### src/rtl/int_pkg.sv
// Shared types and defaults for the interrupt response sequencer.
package int_pkg;

  localparam int FLUSH_CYCLES_DEF = 2;
  localparam int ADDR_W_DEF       = 32;

  typedef enum logic [2:0] {
    ST_IDLE  = 3'd0,
    ST_FLUSH = 3'd1,
    ST_JUMP  = 3'd2,
    ST_ISR   = 3'd3,
    ST_RET   = 3'd4
  } state_t;

endpackage

### src/rtl/int_responder_if.sv
// Bundle between the interrupt arbiter, the pipeline control and int_responder.
interface int_responder_if #(parameter int ADDR_W = int_pkg::ADDR_W_DEF);

  logic              Int;
  logic [ADDR_W-1:0] Iaddr;
  logic [ADDR_W-1:0] EPC;
  logic              eret_dec;
  logic              stall;
  logic              flush;
  logic              pc_sel;
  logic [ADDR_W-1:0] pc_target;
  logic              eret;
  logic              in_isr;
  logic              err;
  logic [15:0]       int_count;
  logic [31:0]       isr_cycles;

  modport master (
    output Int, Iaddr, EPC, eret_dec, stall,
    input  flush, pc_sel, pc_target, eret, in_isr, err, int_count, isr_cycles
  );

  modport slave (
    input  Int, Iaddr, EPC, eret_dec, stall,
    output flush, pc_sel, pc_target, eret, in_isr, err, int_count, isr_cycles
  );

endinterface

### src/rtl/int_stats.sv
// Interrupt statistics: saturating count of handler entries, wrapping cycles-in-handler.
module int_stats (
  input  logic        clk,
  input  logic        CLR,
  input  logic        take_i,
  input  logic        isr_i,
  output logic [15:0] int_count,
  output logic [31:0] isr_cycles
);

  logic [15:0] count_d, count_q;
  logic [31:0] cycles_d, cycles_q;

  // Next-value logic for both counters.
  always_comb begin
    count_d  = count_q;
    cycles_d = cycles_q;
    if (take_i && (count_q != 16'hFFFF)) begin
      count_d = count_q + 16'd1;
    end else begin
      count_d = count_q;
    end
    if (isr_i) begin
      cycles_d = cycles_q + 32'd1;
    end else begin
      cycles_d = cycles_q;
    end
  end

  // Counter registers with synchronous clear.
  always_ff @(posedge clk) begin
    if (CLR) begin
      count_q  <= 16'd0;
      cycles_q <= 32'd0;
    end else begin
      count_q  <= count_d;
      cycles_q <= cycles_d;
    end
  end

  assign int_count  = count_q;
  assign isr_cycles = cycles_q;

endmodule

### src/rtl/int_responder.sv
// Pipeline-side interrupt entry/return sequencer (IDLE/FLUSH/JUMP/ISR/RET).
// Optional statistics counters are built only when INT_STATS_EN is defined.
module int_responder
  import int_pkg::*;
#(
  parameter int FLUSH_CYCLES = FLUSH_CYCLES_DEF,
  parameter int ADDR_W       = ADDR_W_DEF
) (
  input logic            clk,
  input logic            CLR,
  int_responder_if.slave bus
);

  localparam int CNT_W = (FLUSH_CYCLES > 1) ? $clog2(FLUSH_CYCLES) : 1;
  localparam logic [CNT_W-1:0] CNT_LOAD = CNT_W'(FLUSH_CYCLES - 1);

  state_t            state_d, state_q;
  logic              pend_d, pend_q;
  logic [ADDR_W-1:0] iaddr_d, iaddr_q;
  logic [CNT_W-1:0]  cnt_d, cnt_q;
  logic              err_d, err_q;

  // Next-state, pending-request, handler-address and error logic.
  always_comb begin
    state_d = state_q;
    pend_d  = pend_q;
    iaddr_d = iaddr_q;
    cnt_d   = cnt_q;
    err_d   = err_q;
    case (state_q)
      ST_IDLE: begin
        if (bus.Int) begin
          iaddr_d = bus.Iaddr;
          if (!bus.stall) begin
            state_d = ST_FLUSH;
            cnt_d   = CNT_LOAD;
            pend_d  = 1'b0;
          end else begin
            pend_d  = 1'b1;
          end
        end else if (pend_q && !bus.stall) begin
          state_d = ST_FLUSH;
          cnt_d   = CNT_LOAD;
          pend_d  = 1'b0;
        end else begin
          state_d = ST_IDLE;
        end
        if (bus.eret_dec) err_d = 1'b1; else err_d = err_q;
      end
      ST_FLUSH: begin
        if (!bus.stall) begin
          if (cnt_q == {CNT_W{1'b0}}) state_d = ST_JUMP;
          else cnt_d = cnt_q - {{(CNT_W-1){1'b0}}, 1'b1};
        end else begin
          state_d = ST_FLUSH;
        end
        if (bus.Int || bus.eret_dec) err_d = 1'b1; else err_d = err_q;
      end
      ST_JUMP: begin
        if (!bus.stall) state_d = ST_ISR; else state_d = ST_JUMP;
        if (bus.Int || bus.eret_dec) err_d = 1'b1; else err_d = err_q;
      end
      ST_ISR: begin
        if (bus.eret_dec && !bus.stall) state_d = ST_RET; else state_d = ST_ISR;
        if (bus.Int) err_d = 1'b1; else err_d = err_q;
      end
      ST_RET: begin
        // A new interrupt arriving while returning is queued, not an error.
        state_d = ST_IDLE;
        if (bus.Int) begin
          pend_d  = 1'b1;
          iaddr_d = bus.Iaddr;
        end else begin
          pend_d  = pend_q;
        end
        if (bus.eret_dec) err_d = 1'b1; else err_d = err_q;
      end
      default: begin
        state_d = ST_IDLE;
        pend_d  = 1'b0;
      end
    endcase
  end

  // State and context registers with synchronous clear.
  always_ff @(posedge clk) begin
    if (CLR) begin
      state_q <= ST_IDLE;
      pend_q  <= 1'b0;
      iaddr_q <= {ADDR_W{1'b0}};
      cnt_q   <= {CNT_W{1'b0}};
      err_q   <= 1'b0;
    end else begin
      state_q <= state_d;
      pend_q  <= pend_d;
      iaddr_q <= iaddr_d;
      cnt_q   <= cnt_d;
      err_q   <= err_d;
    end
  end

  // Moore output decode of the registered state.
  always_comb begin
    bus.flush     = 1'b0;
    bus.pc_sel    = 1'b0;
    bus.pc_target = {ADDR_W{1'b0}};
    bus.eret      = 1'b0;
    bus.in_isr    = 1'b0;
    case (state_q)
      ST_IDLE:  bus.flush = 1'b0;
      ST_FLUSH: bus.flush = 1'b1;
      ST_JUMP: begin
        bus.flush     = 1'b1;
        bus.pc_sel    = 1'b1;
        bus.pc_target = iaddr_q;
      end
      ST_ISR:   bus.in_isr = 1'b1;
      ST_RET: begin
        bus.flush     = 1'b1;
        bus.pc_sel    = 1'b1;
        bus.pc_target = bus.EPC;
        bus.eret      = 1'b1;
      end
      default:  bus.flush = 1'b0;
    endcase
  end

  assign bus.err = err_q;

`ifdef INT_STATS_EN
  logic take_s;
  logic isr_s;

  assign take_s = (state_q == ST_JUMP) && !bus.stall;
  assign isr_s  = (state_q == ST_ISR);

  int_stats u_stats (
    .clk        (clk),
    .CLR        (CLR),
    .take_i     (take_s),
    .isr_i      (isr_s),
    .int_count  (bus.int_count),
    .isr_cycles (bus.isr_cycles)
  );
`else
  assign bus.int_count  = 16'd0;
  assign bus.isr_cycles = 32'd0;
`endif

endmodule

### src/flat_wrapper.sv
// flat-port wrapper written by rule: the top's interface ports become plain ports
module int_responder_flat import int_pkg::*;
#(
  parameter int FLUSH_CYCLES = FLUSH_CYCLES_DEF,
  parameter int ADDR_W       = ADDR_W_DEF
)
  (clk, CLR, bus_Int, bus_Iaddr, bus_EPC, bus_eret_dec, bus_stall, bus_flush, bus_pc_sel, bus_pc_target, bus_eret, bus_in_isr, bus_err, bus_int_count, bus_isr_cycles);
  int_responder_if #(.ADDR_W(ADDR_W)) bus_i ();
  input logic clk;
  input logic CLR;
  input wire logic [$bits(bus_i.Int)-1:0] bus_Int;
  input wire logic [$bits(bus_i.Iaddr)-1:0] bus_Iaddr;
  input wire logic [$bits(bus_i.EPC)-1:0] bus_EPC;
  input wire logic [$bits(bus_i.eret_dec)-1:0] bus_eret_dec;
  input wire logic [$bits(bus_i.stall)-1:0] bus_stall;
  output wire logic [$bits(bus_i.flush)-1:0] bus_flush;
  output wire logic [$bits(bus_i.pc_sel)-1:0] bus_pc_sel;
  output wire logic [$bits(bus_i.pc_target)-1:0] bus_pc_target;
  output wire logic [$bits(bus_i.eret)-1:0] bus_eret;
  output wire logic [$bits(bus_i.in_isr)-1:0] bus_in_isr;
  output wire logic [$bits(bus_i.err)-1:0] bus_err;
  output wire logic [$bits(bus_i.int_count)-1:0] bus_int_count;
  output wire logic [$bits(bus_i.isr_cycles)-1:0] bus_isr_cycles;
  assign bus_i.Int = bus_Int;
  assign bus_i.Iaddr = bus_Iaddr;
  assign bus_i.EPC = bus_EPC;
  assign bus_i.eret_dec = bus_eret_dec;
  assign bus_i.stall = bus_stall;
  assign bus_flush = bus_i.flush;
  assign bus_pc_sel = bus_i.pc_sel;
  assign bus_pc_target = bus_i.pc_target;
  assign bus_eret = bus_i.eret;
  assign bus_in_isr = bus_i.in_isr;
  assign bus_err = bus_i.err;
  assign bus_int_count = bus_i.int_count;
  assign bus_isr_cycles = bus_i.isr_cycles;
  int_responder #(.FLUSH_CYCLES(FLUSH_CYCLES), .ADDR_W(ADDR_W)) u_core (.clk(clk), .CLR(CLR), .bus(bus_i));
endmodule
### config.mk
export PLATFORM = sky130hd
export DESIGN_NAME = int_responder_flat
export DESIGN_NICKNAME = d
export VERILOG_FILES = /design/src/rtl/int_pkg.sv /design/src/rtl/int_responder_if.sv /design/src/rtl/int_stats.sv /design/src/rtl/int_responder.sv /design/src/flat_wrapper.sv
export SDC_FILE = /design/constraint.sdc
export NUM_CORES = 1
export LEC_CHECK = 0
export BUFFER_PORTS_ARGS = -buffer_cell sky130_fd_sc_hd__buf_2
export CORE_MARGIN = 4
export CORE_UTILIZATION = 45
export DETAILED_ROUTE_END_ITERATION = 12
export GPL_TIMING_DRIVEN = 0
export MAX_ROUTING_LAYER = met4
export PLACE_DENSITY = 0.85
export SLEW_MARGIN = 20
export SYNTH_ARGS = -nofsm -noshare
export SYNTH_HDL_FRONTEND = slang
export SYNTH_HIERARCHICAL = 1
export SYNTH_SLANG_ARGS = --single-unit
### constraint.sdc
create_clock -name clk -period 4.1 [get_ports clk]
set_input_delay 0.82 -clock clk [delete_from_list [all_inputs] [get_ports clk]]
set_output_delay 0.82 -clock clk [all_outputs]
set_load 0.02 [all_outputs]
# Word level (Yosys, flattened, before mapping)
# Cells that the tools add are included.
dict set report totals {
  ram_bits 0
  romBits 0
  mem_count 0
  latchBits 0
  output_inout_bits 85
  register_bits 38
  in_bits 69
}
dict set report op_classes {
  order_cmp 0
  bitwise_logic 1
  multipliers 0
  muxes 27
  n_shift 0
  reduce_logical 17
  add_sub_neg 1
  div 0
  n_eq_ne 12
}
# operator n
set op_table {}
lappend op_table {{one-hot mux 32 bit (2 select lines)} 1}
lappend op_table {{two-way mux 1 bit} 17}
lappend op_table {{two-way mux 3 bit} 5}
lappend op_table {{one-hot mux 3 bit (4 select lines)} 1}
lappend op_table {{AND reduction 4 bit} 2}
lappend op_table {{equality test 3 x 2 -> 1 bit, second input constant} 2}
lappend op_table {{!= test 2 bit, second input constant} 3}
lappend op_table {{!= test 3 bit, second input constant} 2}
lappend op_table {{one-hot mux 1 bit (3 select lines)} 2}
lappend op_table {{OR reduction 2 bit} 3}
lappend op_table {{OR reduction 3 bit} 2}
lappend op_table {{!= test 2 x 1 -> 1 bit, second input constant} 2}
lappend op_table {{AND reduction 2 bit} 2}
lappend op_table {{equality test 3 x 1 -> 1 bit, second input constant} 1}
lappend op_table {{equality test 3 bit, second input constant} 1}
lappend op_table {{zero test 3 bit} 1}
lappend op_table {{!= test 3 x 2 -> 1 bit, second input constant} 1}
lappend op_table {{AND reduction 3 bit} 1}
lappend op_table {{nonzero test 3 bit} 1}
lappend op_table {{logical AND 1 bit} 2}
lappend op_table {{one-hot mux 1 bit (2 select lines)} 1}
lappend op_table {{nonzero test 2 bit} 1}
lappend op_table {{zero test 1 bit} 1}
lappend op_table {{logical OR 1 bit} 1}
lappend op_table {{other kinds (2)} 2}

# Longest topological paths before layout
dict set report logic_depth {
  ltp_word 5
  ltp_mapped 6
  depth_no_buf 3
}

# Worst setup path before layout
# OpenSTA, ideal clock, no wires.
dict set report synth_timing {
  kind {register to output}
  from {register u_core.state_q[2]}
  to {output port bus_pc_target[22]}
  path_buffers 2
  required_ns 3.280
  path_stages_with_launch 5
  arrival_time_ns 1.287
  path_slack_ns 1.993
  cell_sequence {dfxtp_1 -> buf_4 -> nor3b_2 -> buf_2 -> a22o_1}
}
dict set report synth_via {
  elab_chain_len 2
  word_cells_on_any_way 3
  classes_between {2 x eq/ne; 1 x mux}
}
# item line
set synth_lines {}
lappend synth_lines {{start, declared} int_responder.sv:17} ;# state_t state_d, state_q;
lappend synth_lines {{start signal, assigned} int_responder.sv:94} ;# state_q <= state_d;
lappend synth_lines {{equality test 3 bit or equality test 3 x 2 -> 1 bit (tied branches)} int_responder.sv:109} ;# case (state_q)
lappend synth_lines {{one-hot mux 32 bit (2 select lines) (*)} int_responder.sv:109}
lappend synth_lines {{end, declared} flat_wrapper.sv:18} ;# output wire logic [$bits(bus_i.pc_target)-1:0] bus_pc_target;
# Every way passes the cells marked *; elsewhere a longest branch is shown, timed or not.

# Final worst setup path
dict set report layout_timing {
  from {register u_core.state_q[2]}
  to {output port bus_pc_target[9]}
}
# The elaborated chain is that of the path after synthesis.

==> key figures <==
Outcome
  – Status: finished, final reports clean

Final layout
  – Final nets: 500
  – Layout cells sized above 1: 41.4%
  – Area delta synth->final: 39.1%
  – Finished Layout Cells: 499
  – Inserted Diodes: 0
  – # fillers: 438

Timing
  – Setup TNS: 0 ns
  – Worst Skew: 0.00229 ns
  – Fin crit share: 67.8%
  – RSZ-0062 raised after global routing: no
  – Hold Worst Slack: 0.456 ns
  – Post-layout min period: 2.78 ns
  – Final Hold Viols: 0
  – Fmax: 360 MHz
  – Relative slew slack: 60.3%
  – Slew Limit Fails: 0
  – Final setup fails: 0
  – Slew @ Worst Pin: 0.593 ns

Worst setup path
  – Crit path from: u_core/state_q[2]
  – Crit path launch type: flip-flop
  – Worst R2R Path Depth: 6
  – Crit Path Max Fanout: 10
  – CP required: 3.28 ns
  – Largest stage delay, worst path: 0.51 ns
  – FF-to-FF End: u_core/iaddr_q[20]
  – CP Class: reg2out
  – Most Frequent Cell on Critical Path: buf_2
  – Cells along the critical path: buf_4 > nor3b_2 > buf_2 > a22o_1 > buf_2
  – Slowest cell on the critical path: nor3b_2
  – Reg2Reg Setup Slack: 2.73 ns
  – Crit. End Element: output pin
  – Worst r2r src: u_core/state_q[1]
  – Crit path to: bus_pc_target[9]
  – Worst Path Arrival: 1.96 ns

Logic synthesis
  – Cell Area, Synth: 2230 µm²
  – Post-synth ARST share: 0%
  – Post-Syn Instances: 273
  – Number of synthesis warnings: 6
  – Seq/Total Area, Yosys: 34.1%
  – Synth top area share: 34.1%
  – Synthesized flop and latch total: 38
  – Prevailing post-synth register cell: dfxtp_1
  – Post-synth EDFFs: 0
  – Dominant cells by area after synthesis: dfxtp_1 (34%), buf_4 (16%), a22o_1 (13%)
  – Syn avg cell area: 8.17 µm²
  – Cell variety after synth: 31
  – Synth area leader: dfxtp_1

Power
  – Peak supply drop: 0.226 mV
  – Total power: 936 µW
  – Pwr/cell area: 302 nW/µm²
  – Leakage power: 1.67 nW

Clock network
  – CTS HTree Levels: 2
  – CTS Hold Bufs: 0
  – CTS Buf Count: 5
  – CTS sink cnt: 38
  – Setup bufs post-CTS: 0
  – Clock-pin slew on the worst setup and hold paths: 0.07 ns
  – CTS root buf: clkbuf_8
  – CTS tree: done
  – Worst-Skew Late Latency: 0.29 ns
  – Post-CTS resize count: 0
  – Clock Path Buffers: 2

Die
  – Row cnt: 25
  – Die X-Extent: 78.4 µm
  – Starting density of the core: 46.9%
  – Core ar.: 4750 µm²
  – I/O pin cnt: 154
  – Die Y-Extent: 78.4 µm
  – Die Area: 6150 µm²

Detailed routing
  – Via-per-instance ratio: 4.51
  – Drt drc: 0
  – Initial drt markers: 80
  – Antenna Violating Nets Remaining: 0
  – Final wirelength: 6.18 mm
  – Routed length per placed instance: 12.4 µm
  – Initial DRT Pass Iterations: 4
  – Vias: 2251

Global route
  – First-pass GRT wire length: 9.69 mm
  – Largest net degree at the start of global routing: 12
  – Gr ovfl total: 0
  – Antenna violations before repair: 0
  – Total GRT Usage: 20.3%
  – Vias in the first global route: 2212

Place
  – IO buf count: 104
  – Post-DP HPWL: 5.03 mm
  – Gp weighted congestion: 0.904
  – Placed insts: 491

Worst hold path
  – Hold Crit Class: reg2reg

Run
  – Max-cap viol count: 0
-- sequential cells by signal, summed over array words and instances (netlist names) --
register and flops:
u_core/iaddr_q 32, u_core/state_q 3, u_core/cnt_q 1, u_core/bus.err 1, u_core/pend_q 1
-- through the flow --
step / setup slack, ns / area [µm²] / util (%)
floorplan: 1.99 / 2410 / -
global placement: 1.66 / 3010 / 63.3
detailed placement: 1.64 / 3010 / 63.3
CTS: 1.31 / 3100 / 65.3
global route: 1.20 / 3100 / 65.3
finish: 1.32 / 3100 / 65.3
-- cell families (layout without fill, tap and decap cells) --
family	after synthesis	in the layout	share of synthesized area [%]
buf+inv	72	184	24.2
compound gates	77	77	23.9
xor+xnor	1	1	0.393
other cells	1	48	0.168
flops	38	38	34.1
simple gates	84	84	17.2
-- placed cells by master (no fill, tap or decap), drive strengths merged, types with 2 or more instances in the layout --
| cell type | Yosys | routed |
|---|---|---|
| inv | 3 | 3 |
| nor2 | 5 | 5 |
| a21oi | 34 | 34 |
| clkbuf | 5 | 12 |
| a22o | 32 | 32 |
| o211ai | 3 | 3 |
| dfxtp | 38 | 38 |
| nand2 | 65 | 65 |
| nor3b | 3 | 3 |
| buf | 64 | 168 |
| o21ai | 2 | 2 |
| conb | 1 | 48 |
| nand3b | 2 | 2 |
| nand2b | 3 | 3 |
-- critical path: cells and delay by family (launching register included) --
family                 cells  cell delay (ns)
buffers and inverters      3             0.66
AO/OA/AOI/OAI              1             0.19
flip-flops                 1             0.31
AND/OR/NAND/NOR            1             0.51
-- worst min-delay path by stage --
stage	to	slack (ns)	cells past startpoint	start
floorplan	u_core/iaddr_q[0]	0.44	2	u_core/iaddr_q[0]
global placement	u_core/bus.err	0.43	2	u_core/bus.err
detailed placement	u_core/iaddr_q[26]	0.45	2	u_core/iaddr_q[26]
CTS	u_core/iaddr_q[26]	0.46	2	u_core/iaddr_q[26]
global route	u_core/iaddr_q[4]	0.48	2	u_core/iaddr_q[4]
finish	u_core/iaddr_q[1]	0.46	2	u_core/iaddr_q[1]
-- routing by layer --
metal | vias to the layer above | GRT usage, % | share of wire (%)
met1 | 989 | 21.7 | 39
met5 | - | - | 0
li1 | 1148 | - | -
met3 | 11 | 5.05 | 9.8
met4 | 0 | 6.82 | 1.4
met2 | 103 | 36.6 | 50
-- Yosys cell counts (2+ instances only) --
| master | number |
|---|---|
| a21oi_1 | 34 |
| dfxtp_1 | 38 |
| nand2b_1 | 3 |
| buf_8 | 3 |
| o211ai_1 | 3 |
| nand3b_1 | 2 |
| clkbuf_1 | 5 |
| inv_1 | 3 |
| buf_2 | 6 |
| nand2_1 | 65 |
| nor3b_2 | 2 |
| buf_4 | 49 |
| nor2_1 | 5 |
| a22o_1 | 32 |
| o21ai_0 | 2 |
| buf_6 | 6 |
-- layout make-up --
type | count | area (µm²) | area share (%)
multi-input combinational | 210 | 1110 | 35.6
sequential | 38 | 761 | 24.5
buffer | 69 | 529 | 17.1
timing repair buffer | 104 | 520 | 16.8
clock buffer | 7 | 86.3 | 2.78
tap | 67 | 83.8 | 2.70
inverter | 3 | 11.3 | 0.363
clock inverter | 1 | 5.00 | 0.161
-- report_power, final --
group,total (mW),internal (mW),switching (mW)
Combinational,0.257,0.115,0.142
Clock,0.263,0.136,0.128
Sequential,0.415,0.398,0.0169
Total,0.936,0.649,0.287
Power figures use the tool's default switching activity.
